$ cat src/rtl/traffic_phase_scheduler.sv
// Demand-driven round-robin phase scheduler for a four-approach intersection (min/max green, yellow, all-red).
// Define PED_SERVICE_EN to add the btnC pedestrian walk phase; without it btnC is ignored.
module traffic_phase_scheduler #(
    parameter int unsigned TICK_DIV  = 100_000_000,
    parameter int unsigned MIN_GREEN = 3,
    parameter int unsigned MAX_GREEN = 8,
    parameter int unsigned YELLOW    = 2,
    parameter int unsigned ALL_RED   = 1,
    parameter int unsigned WALK      = 4
) (
    input  logic        clk,
    input  logic        rst_n,
    input  logic [15:0] sw,
    input  logic        btnC,
    output logic [1:0]  phase,
    output logic        green,
    output logic        yellow,
    output logic        ped_walk,
    output logic [15:0] led
);

    localparam int unsigned   PW           = $clog2(TICK_DIV);
    localparam logic [PW-1:0] PRESC_LAST   = PW'(TICK_DIV - 1);
    localparam logic [7:0]    ALL_RED_LAST = 8'(ALL_RED - 1);
    localparam logic [7:0]    YELLOW_LAST  = 8'(YELLOW - 1);
    localparam logic [7:0]    WALK_LAST    = 8'(WALK - 1);
    localparam logic [8:0]    MIN_E        = 9'(MIN_GREEN);
    localparam logic [8:0]    MAX_E        = 9'(MAX_GREEN);

    typedef enum logic [1:0] {
        ST_ALLRED = 2'd0,
        ST_GREEN  = 2'd1,
        ST_YELLOW = 2'd2,
        ST_PED    = 2'd3
    } state_e;

    state_e        state_q, state_d;
    logic [1:0]    phase_q, phase_d;
    logic [7:0]    timer_q, timer_d;
    logic [PW-1:0] presc_q;
    logic          tick;
    logic          ped_pend;
    logic          unused_in;

    logic [3:0]    demand;
    logic [1:0]    cand;
    logic [1:0]    winner;
    logic          found;
    logic          own_dem;
    logic          other_dem;
    logic [8:0]    elapsed;

    logic [15:0]   lanes;
    logic [15:0]   led_d;
    logic          green_d;
    logic          yellow_d;
    logic          ped_walk_d;

    assign demand    = sw[3:0];
    assign tick      = (presc_q == PRESC_LAST);
    assign own_dem   = demand[phase_q];
    assign other_dem = |(demand & ~(4'b0001 << phase_q));
    assign elapsed   = {1'b0, timer_q} + 9'd1;

    // Free-running: interval starts are not aligned to the prescaler.
    always_ff @(posedge clk or negedge rst_n) begin
        if (!rst_n) begin
            presc_q <= '0;
        end else if (tick) begin
            presc_q <= '0;
        end else begin
            presc_q <= presc_q + 1'b1;
        end
    end

`ifdef PED_SERVICE_EN
    logic [1:0] btn_sync_q;
    logic       btn_prev_q;
    logic       btn_rise;
    logic       ped_pend_q;

    assign btn_rise  = btn_sync_q[1] & ~btn_prev_q;
    assign ped_pend  = ped_pend_q;
    assign unused_in = ^sw[15:4];

    always_ff @(posedge clk or negedge rst_n) begin
        if (!rst_n) begin
            btn_sync_q <= '0;
            btn_prev_q <= 1'b0;
            ped_pend_q <= 1'b0;
        end else begin
            btn_sync_q <= {btn_sync_q[0], btnC};
            btn_prev_q <= btn_sync_q[1];
            if (state_d == ST_PED && state_q != ST_PED) begin
                ped_pend_q <= 1'b0;
            end else if (btn_rise && state_q != ST_PED) begin
                ped_pend_q <= 1'b1;
            end
        end
    end
`else
    assign ped_pend  = 1'b0;
    assign unused_in = ^{sw[15:4], btnC};
`endif

    // Round-robin search starting just after the last granted phase.
    always_comb begin
        found  = 1'b0;
        winner = phase_q;
        cand   = phase_q;
        for (int k = 1; k <= 4; k++) begin
            cand = phase_q + 2'(k);
            if (!found && demand[cand]) begin
                found  = 1'b1;
                winner = cand;
            end
        end
    end

    always_comb begin
        state_d = state_q;
        phase_d = phase_q;
        if (tick) begin
            unique case (state_q)
                ST_ALLRED: begin
                    if (timer_q >= ALL_RED_LAST) begin
                        if (ped_pend) begin
                            state_d = ST_PED;
                        end else if (found) begin
                            state_d = ST_GREEN;
                            phase_d = winner;
                        end
                    end
                end
                ST_GREEN: begin
                    if (elapsed >= MIN_E && (ped_pend || other_dem) &&
                        (elapsed >= MAX_E || !own_dem)) begin
                        state_d = ST_YELLOW;
                    end
                end
                ST_YELLOW: begin
                    if (timer_q >= YELLOW_LAST) state_d = ST_ALLRED;
                end
                ST_PED: begin
                    if (timer_q >= WALK_LAST) state_d = ST_ALLRED;
                end
                default: state_d = ST_ALLRED;
            endcase
        end
        if (state_d != state_q) begin
            timer_d = '0;
        end else if (tick && timer_q != 8'hFF) begin
            timer_d = timer_q + 8'd1;
        end else begin
            timer_d = timer_q;
        end
    end

    always_comb begin
        unique case (phase_q)
            2'd0:    lanes = 16'hC0C0;
            2'd1:    lanes = 16'h2020;
            2'd2:    lanes = 16'h0E00;
            default: lanes = 16'h000E;
        endcase
        led_d      = '0;
        green_d    = 1'b0;
        yellow_d   = 1'b0;
        ped_walk_d = 1'b0;
        unique case (state_q)
            ST_GREEN: begin
                led_d   = lanes;
                green_d = 1'b1;
            end
            ST_YELLOW: begin
                led_d    = lanes | 16'h0100;
                yellow_d = 1'b1;
            end
            ST_PED: begin
                led_d      = 16'h0010;
                ped_walk_d = 1'b1;
            end
            default: led_d = '0;
        endcase
    end

    // Lamp outputs are decoded from the current state, so they trail a state change by one clk.
    always_ff @(posedge clk or negedge rst_n) begin
        if (!rst_n) begin
            state_q  <= ST_ALLRED;
            phase_q  <= 2'd3;
            timer_q  <= '0;
            phase    <= 2'd3;
            led      <= '0;
            green    <= 1'b0;
            yellow   <= 1'b0;
            ped_walk <= 1'b0;
        end else begin
            state_q  <= state_d;
            phase_q  <= phase_d;
            timer_q  <= timer_d;
            phase    <= phase_q;
            led      <= led_d;
            green    <= green_d;
            yellow   <= yellow_d;
            ped_walk <= ped_walk_d;
        end
    end

endmodule

$ cat config.mk
export PLATFORM = sky130hd
export DESIGN_NAME = traffic_phase_scheduler
export DESIGN_NICKNAME = d
export VERILOG_FILES = /design/src/rtl/traffic_phase_scheduler.sv
export SDC_FILE = /design/constraint.sdc
export NUM_CORES = 1
export LEC_CHECK = 0
export CAP_MARGIN = 15
export CORE_MARGIN = 3
export CORE_UTILIZATION = 50
export CTS_CLUSTER_DIAMETER = 60
export CTS_CLUSTER_SIZE = 25
export DETAILED_ROUTE_END_ITERATION = 8
export PLACE_DENSITY = 0.83
export SLEW_MARGIN = 20
export SYNTH_ARGS = -nofsm -noshare
export SYNTH_HDL_FRONTEND = slang
export SYNTH_SLANG_ARGS = --single-unit
export TNS_END_PERCENT = 1
$ cat constraint.sdc
create_clock -name clk -period 5.7 [get_ports clk]
set_input_delay 1.14 -clock clk [delete_from_list [all_inputs] [get_ports clk]]
set_output_delay 1.14 -clock clk [all_outputs]
set_load 0.01 [all_outputs]
# Yosys cells after proc, flatten, opt, wreduce, memory -nomap -nowiden
# Index checks and enable logic that the tools add are counted.
[word_totals]
reg_bits = 60
latch_bits = 0
ram_bits = 0
mem_bits_ro = 0
in_bits = 19
output_inout_bits = 21
elab_cells = 83
n_memories = 0
[classes]
add_sub_neg = 6
multipliers = 0
div = 0
order_cmp = 9
n_eq_ne = 8
shifts = 1
mux = 30
n_bitwise = 3
n_reduce_logical = 17
[op_table]
columns = ["cell", "count"]
rows = [
  ["$pmux W16 S3", 2],
  ["$add A27 B1 Y27 const B", 1],
  ["$eq A27 B27 Y1 const B", 1],
  ["$mux W27", 1],
  ["$mux W2", 9],
  ["$ge A8 B1 Y1 const B", 2],
  ["$mux W8", 2],
  ["$lt A2 B3 Y1 const B", 4],
  ["$mux W1", 11],
  ["$add A8 B1 Y9 const B", 1],
  ["$ge A9 B2 Y1 const B", 1],
  ["$ge A9 B4 Y1 const B", 1],
  ["$add A8 B1 Y8 const B", 1],
  ["$bmux W1 S2", 4],
  ["$ge A8 B2 Y1 const B", 1],
  ["$ne A8 B8 Y1 const B", 1],
  ["$pmux W2 S4", 1],
  ["$eq A2 B2 Y1 const B", 3],
  ["$logic_and A1 B1 Y1", 6],
  ["$reduce_and A6 Y1", 1],
  ["$add A2 B2 Y2 const B", 2],
  ["$and A4 B4 Y4", 1],
  ["$eq A2 B1 Y1 const B", 2],
  ["$logic_not A1 Y1", 4],
  ["other kinds (10)", 11],
]

# Logic depth before layout (Yosys ltp)
[depth]
depth_word = 19
ltp_mapped = 9

# Worst setup path after synthesis
# No wires, ideal clock.
[synth_path]
kind = "input to register"
from = "input port sw[3]"
to = "register state_q[1]"
arrival_ns = 2.381
required_time_ns = 5.614
slack_ns = 3.233
cell_stages = 4
n_path_buf = 0
path_cell_list = "mux4_2 > o221a_2 > or3_1 > a32oi_1"
[synth_via]
elab_chain_len = 16
[synth_lines]
columns = ["element", "line", "rtl"]
rows = [
  ["from (decl)", "13", "input logic [15:0] sw,"],
  ["$bmux W1 S2", "113", "if (!found && demand[cand]) begin"],
  ["$mux W1 (implied by the code)", "113", ""],
  ["$mux W1", "113", ""],
  ["$logic_not A1 Y1", "113", ""],
  ["$logic_and A1 B1 Y1", "113", ""],
  ["$mux W1", "113", ""],
  ["$logic_not A1 Y1", "113", ""],
  ["$logic_and A1 B1 Y1", "113", ""],
  ["$mux W1", "113", ""],
  ["$logic_not A1 Y1", "113", ""],
  ["$logic_and A1 B1 Y1", "113", ""],
  ["$mux W1", "113", ""],
  ["$mux W2", "129", "end else if (found) begin"],
  ["$mux W2", "126", "if (timer_q >= ALL_RED_LAST) begin"],
  ["$pmux W2 S4 *", "124", "unique case (state_q)"],
  ["$mux W2 *", "123", "if (tick) begin"],
  ["named net state_d[1]", "37", "state_e state_q, state_d;"],
  ["to (signal assigned)", "199", "state_q <= state_d;"],
  ["to (decl)", "37", ""],
]
# The timed path passes the listed nets; every way through them passes the cells marked *. The select of a mux whose other input is x is not followed.
# A chain may end at the register's enable or synchronous reset.

# Worst setup path in the final report
[layout_path]
from = "input port sw[2]"
to = "register timer_q[5]"
[layout_via]
elab_chain_len = 18
[layout_lines]
columns = ["element", "line", "rtl"]
rows = [
  ["$bmux W1 S2", "113", ""],
  ["$mux W1 (implied by the code)", "113", ""],
  ["$mux W1", "113", ""],
  ["$logic_not A1 Y1", "113", ""],
  ["$logic_and A1 B1 Y1", "113", ""],
  ["$mux W1", "113", ""],
  ["$logic_not A1 Y1", "113", ""],
  ["$logic_and A1 B1 Y1", "113", ""],
  ["(+2 left out)", "-", ""],
  ["$logic_and A1 B1 Y1", "113", ""],
  ["$mux W1", "113", ""],
  ["$mux W2", "129", ""],
  ["$mux W2", "126", ""],
  ["$pmux W2 S4 *", "124", ""],
  ["$mux W2 *", "123", ""],
  ["$ne A2 B2 Y1 *", "150", "if (state_d != state_q) begin"],
  ["$mux W8 / $reduce_bool A2 Y1 (equally long branches)", "-", ""],
  ["to (signal assigned)", "201", "timer_q <= timer_d;"],
  ["to (decl)", "39", "logic [7:0] timer_q, timer_d;"],
]
# Every way passes the cells marked *; elsewhere a longest branch is shown, timed or not. The select of a mux whose other input is x is not followed.

==> reports/metrics.yaml <==
timing:
  setup_viol_count_final: 0
  post-route-min-period_ns: 2.803
  maxSlewHeadroom: 0.4917
  worst_pin_slew_ns: 0.7555
  hold_ws_ns: 0.4574
  post_route_clock_skew_ns: 0.009784
  setup_tns_ns: 0
  finalHoldViolations: 0
  layout_worst_path_cycle_share: 0.4918
  layout_setup_ws_ns: 2.897
  fmax_ghz: 0.3567
  rsz_0062_raised_after_global_routing: "false"
  drv_slew: 0
power:
  cellPowerDensity_nw_per_um2: 216.1
  power.ir.vdd_worst_mv: 0.1264
  leakagePower_nw: 1.378
drt:
  number_of_optimization_iterations_in_the_first_detailed_route_pass: 4
  wl_um: 4782
  via_per_inst: 5.493
  dr_total_vias: 2016
  dr.first_iter.drc_count: 134
  routed_wirelength_normalized_by_instance_count_um: 13.03
  antenna_left: 0
  drc: 0
global_routing:
  globalRoute.totalOverflow: 0
  grt_usage: 0.1617
  grt_pass1_vias: 1935
  wire_length_of_the_first_global_routing_pass_um: 8438
  antenna_found_initial: 0
  grt_max_degree: 49
critical_path:
  critPathSlowestCell: "sky130_fd_sc_hd__or4b_4"
  start_kind: "input pin"
  kind_of_end_point_of_the_critical_path: "flip-flop"
  critPathArrivalTime_ns: 2.98
  critPathRequiredTime_ns: 5.88
  startpoint: "sw[2]"
  criticalPathCategory: "in -> reg"
  worstPathCellList: "clkdlybuf4s50_1, inv_1, o22ai_1, a221oi_1, or4b_4, o21ai_4, nor2_1"
  critical_path.max_fanout: 8
  crit-reg2reg-launch: "presc_q[0]"
  critical-path-max-stage-delay_ns: 0.58
place:
  placed_cells_incl_taps: 359
  numPortBuffers: 24
  place_worst_setup_slack_ns: 2.630
  dp_hpwl_um: 3520
  globalplace.congestion: 0.8753
layout:
  final_core_utilization: 0.5959
  area_delta_synth_final_pct: 12.78
  antenna-diode-count: 0
  drive_gt1_frac: 0.09091
  fin_nets: 328
  layout.filler_cells: 442
  final-instance-count-excl-fill: 367
clock_tree:
  cts_tree: "built"
  clk_path_buf_depth: 2
  clk_latency_ns: 0.30
  clockRootBuffer: "sky130_fd_sc_hd__clkbuf_8"
  cts_made_buffers: 5
  postCtsResizedCells: 0
  hold_buffer_count_at_cts: 0
  cts-htree-levels: 2
  clk_pin_slew_worst_paths_ns: 0.09
  post-cts-setup-buffers: 0
  numClockSinks: 48
die:
  core_area_um2: 5205
  start_util: 0.5284
  die_h_um: 80.17
  floorplan.die.width_um: 80.17
  ios: 40
  placement_rows: 26
  fp.dieArea_um2: 6426
logic_synthesis:
  synth_warnings: 0
  synth-edff-count: 0
  synthFlopType: "sky130_fd_sc_hd__dfrtp_1"
  netlist_instances: 283
  syn_area_um2: 2750
  synth.avg_cell_area_um2: 9.718
  synth_sequential_area_ratio: 0.4386
  asyncSetResetFlopFracSynth: 1.000
  post_synth_num_cell_types: 50
  ys_ff_latch: 48
worst_hold_path:
  worst_hold_path_type: "reg -> reg"
  hold_sp: "phase_q[1]"
outcome:
  status: "complete, no violations"
run:
  maximum_capacitance_violations: 0
## cell usage after synthesis (3+ instances only)
cell type                   n  area share
sky130_fd_sc_hd__dfrtp_1   44        0.40
sky130_fd_sc_hd__nor2_1    31       0.042
sky130_fd_sc_hd__nand2_1   22       0.030
sky130_fd_sc_hd__nand3_1   16       0.029
sky130_fd_sc_hd__xnor2_1   15       0.048
sky130_fd_sc_hd__ha_1      13       0.059
sky130_fd_sc_hd__buf_4     12       0.033
sky130_fd_sc_hd__inv_1     12       0.016
sky130_fd_sc_hd__xor2_1    11       0.035
sky130_fd_sc_hd__o21ai_0   10       0.018
sky130_fd_sc_hd__and2_1     9       0.020
sky130_fd_sc_hd__nand4_1    8       0.018
sky130_fd_sc_hd__nor3_1     8       0.015
sky130_fd_sc_hd__clkbuf_1   6      0.0082
sky130_fd_sc_hd__a21oi_1    5      0.0091
sky130_fd_sc_hd__and4_1     5       0.016
sky130_fd_sc_hd__or3_1      5       0.011
sky130_fd_sc_hd__and3_1     4      0.0091
sky130_fd_sc_hd__dfstp_2    4       0.038
sky130_fd_sc_hd__nor4_1     3      0.0068
## logic make-up (layout without fill, tap and decap cells)
group,after synthesis,in the layout,share of synthesized area
and+or+nand+nor,127,127,0.2493
DFF,48,48,0.4386
buffers and inverters,32,45,0.06096
AOI/OAI and AO/OA,30,30,0.07598
xor gates and xnor gates,26,26,0.08280
adders and majority gates,13,13,0.05915
muxes,6,6,0.03185
other,1,2,0.001364
## cell type report
class | instances | area (um^2) | share of cell area
clock buffer | 5 | 68.82 | 0.02219
clock inverter | 3 | 68.82 | 0.02219
inverter | 12 | 45.04 | 0.01452
multi-input combinational | 204 | 1380 | 0.4449
sequential | 48 | 1206 | 0.3889
tap | 70 | 87.58 | 0.02824
timing repair buffer | 25 | 245.2 | 0.07906
## per-stage QoR
step | cell area, um^2 | power (mW)
2_1_floorplan | 2754 | 0.3724
3_3_place_gp | 2962 | 0.3869
3_5_place_dp | 2962 | 0.3881
4_1_cts | 3099 | 0.6769
5_1_grt | 3102 | 0.6957
6_report | 3102 | 0.6703
## worst max-delay path, delay by kind of cell
kind                   cells  cell delay, ns
AND/OR/NAND/NOR            2            0.67
buffers and inverters      2            0.64
AO/OA/AOI/OAI              3            0.54
## path summary, 6_finish.rpt
path | to | slack [ns] | depth (start not counted)
worst max-delay path | timer_q[5] | 2.90 | 7
worst min-delay path | phase[1] | 0.46 | 0
worst max register to register | timer_q[5] | 3.10 | 7
worst min register to register | phase[1] | 0.46 | 0
max in group asynchronous | phase[0] | 4.47 | 1
min in group asynchronous | presc_q[5] | 0.83 | 1
## flip-flops by register name, summed over array words and instances, names as in the netlist
name	flops
phase_q	2
green	1
yellow	1
led	4
presc_q	27
ped_walk	1
state_q	2
phase	2
timer_q	8
## metal layers
layer,vias to the layer above,part of all wire,global-route usage,wire length [um]
met4,0,0.015,0.03547,72
li1,1001,-,-,-
met2,37,0.50,0.2790,2369
met3,8,0.031,0.03251,147
met5,-,0,0,0
met1,970,0.46,0.2095,2192
## cell usage in the layout, fill, tap and decap left out, types with 8 or more instances in the layout
cell type / instances
sky130_fd_sc_hd__and2_1: 9
sky130_fd_sc_hd__ha_1: 13
sky130_fd_sc_hd__nand3_1: 16
sky130_fd_sc_hd__nand2_1: 22
sky130_fd_sc_hd__nand4_1: 8
sky130_fd_sc_hd__clkdlybuf4s50_1: 23
sky130_fd_sc_hd__xor2_1: 11
sky130_fd_sc_hd__nor3_1: 8
sky130_fd_sc_hd__dfrtp_1: 44
sky130_fd_sc_hd__inv_1: 12
sky130_fd_sc_hd__o21ai_0: 10
sky130_fd_sc_hd__nor2_1: 31
sky130_fd_sc_hd__xnor2_1: 15
## power by group
group,leakage (nW),internal [mW],switching (mW)
Sequential,0.627,0.344,0.00392
Combinational,0.682,0.0138,0.0195
Clock,0.0687,0.176,0.112
Total,1.38,0.534,0.136
No activity file was read; power rests on OpenSTA's default activity.
==> RTL edit, RTL diff (same settings) <==
The parameter `TICK_DIV` goes from 100_000_000 to 200_000_000.
--- a/src/rtl/traffic_phase_scheduler.sv
+++ b/src/rtl/traffic_phase_scheduler.sv
@@ -1,7 +1,7 @@
 // Demand-driven round-robin phase scheduler for a four-approach intersection (min/max green, yellow, all-red).
 // Define PED_SERVICE_EN to add the btnC pedestrian walk phase; without it btnC is ignored.
 module traffic_phase_scheduler #(
-    parameter int unsigned TICK_DIV  = 100_000_000,
+    parameter int unsigned TICK_DIV  = 200_000_000,
     parameter int unsigned MIN_GREEN = 3,
     parameter int unsigned MAX_GREEN = 8,
     parameter int unsigned YELLOW    = 2,
Formal check against the unedited RTL: same outputs for any inputs over 10 cycles, from zero or initial values and one cycle with rst_n low; that may be too few to reach the edited logic, so the function may still have changed.
==> RTL edit against the unedited design <==
  * Clock skew down 0.00099 ns
  * Power decreased by 11%
  * Non-clock buffer count unchanged
  * Area after synthesis increased by 3.7%
  * Worst hold slack gained 0.0045 ns
  * First-iteration DRC count rose by 20%
  * Sequential cell count is 1 higher
  * Wire length grew 6.8%
  * Via count grew 4.7%
  * Cell area grew 0.77%
  * Worst setup slack got worse by 0.13 ns
  * Final cell count is 1.4% higher
==> RTL edit: results (changes against the unedited design) <==
outcome complete, no violations (unchanged); WP data arrival 3.15 ns (was 2.98 ns); reg2reg end timer_q[1]$_DFFE_PN0P_ (was timer_q[5]$_DFFE_PN0P_); Worst Clk Skew 0.00879 ns (was 0.00978 ns); CP delay by family, top compound AO/OA/AOI/OAI gates (was simple AND/OR/NAND/NOR gates); Leak 1.36 nW (was 1.38 nW); metal2 WL 2.38 mm (was 2.37 mm); adder-cell share of the synthesized area 0.0570 (was 0.0591); Psw 137 uW (was 136 uW); Worst Hold Launch presc_q[0]$_DFF_PN0_ (was phase_q[1]$_DFFE_PN1P_); share of power burned in registers 0.596 (was 0.519); pin count of the biggest net entering global routing 50 (was 49); Worst R2R Start timer_q[0]$_DFFE_PN0P_ (was presc_q[0]$_DFF_PN0_); vias in the first global route 1,992 (was 1,935); layout cell share with drive strength beyond 1 0.0861 (was 0.0909); M2 GR Usage 0.278 (was 0.279); Layout fillers 432 (was 442); worst slew pin tran 0.921 ns (was 0.756 ns); largest cells by area after synthesis dfrtp_1 39%, ha_1 5.7%, xor2_1 5.2%, nor2_1 4.1%, dfstp_2 3.7% (was dfrtp_1 40%, ha_1 5.9%, xnor2_1 4.8%, nor2_1 4.2%, dfstp_2 3.8%); grt met3 use 0.0296 (was 0.0325); crit path max-delay cell type or4_1 (was or4b_4); XOR/XNOR Fraction of Synth Area 0.0860 (was 0.0828); Worst Hold Depth 1 (was 0); VDD IR-drop max 126 uV (about the same); mux cell area share after synthesis 0.0228 (was 0.0318); Top Registers presc_q (28), timer_q (8), led (4) (was presc_q (27), timer_q (8), led (4))
## RTL edit: cell count changes in the layout (fill, tap and decap cells not counted), moves of 4 or more
cell / unedited run / this run
nor3_1: 8 / 0
o21ai_0: 10 / 6
nand3_1: 16 / 10
nand2_1: 22 / 16
a21oi_1: 5 / 20
inv_1: 12 / 8
xnor2_1: 15 / 11
a31oi_1: 1 / 6
and3_1: 4 / 8
xor2_1: 11 / 17
nor2b_1: 2 / 8
## RTL edit: per-stage QoR
step	cells	util	setup slack (ns)	instance area [um2]	hold slack (ns)
floorplan	294	-	3.07	2860	0.386
global placement	364	0.573	2.52	3040	0.439
detailed placement	364	0.573	2.50	3040	0.447
CTS	372	0.589	2.80	3120	0.460
global route	372	0.589	2.59	3130	0.463
finish	372	0.589	2.77	3130	0.462
## RTL edit: final cells by class
type	count	area share
Timing Repair Buffer	25	0.0785
Sequential cell	49	0.394
Multi-Input combinational cell	212	0.463
Clock inverter	1	0.00240
Inverter	8	0.00961
Clock buffer	7	0.0244
Tap cell	70	0.0280
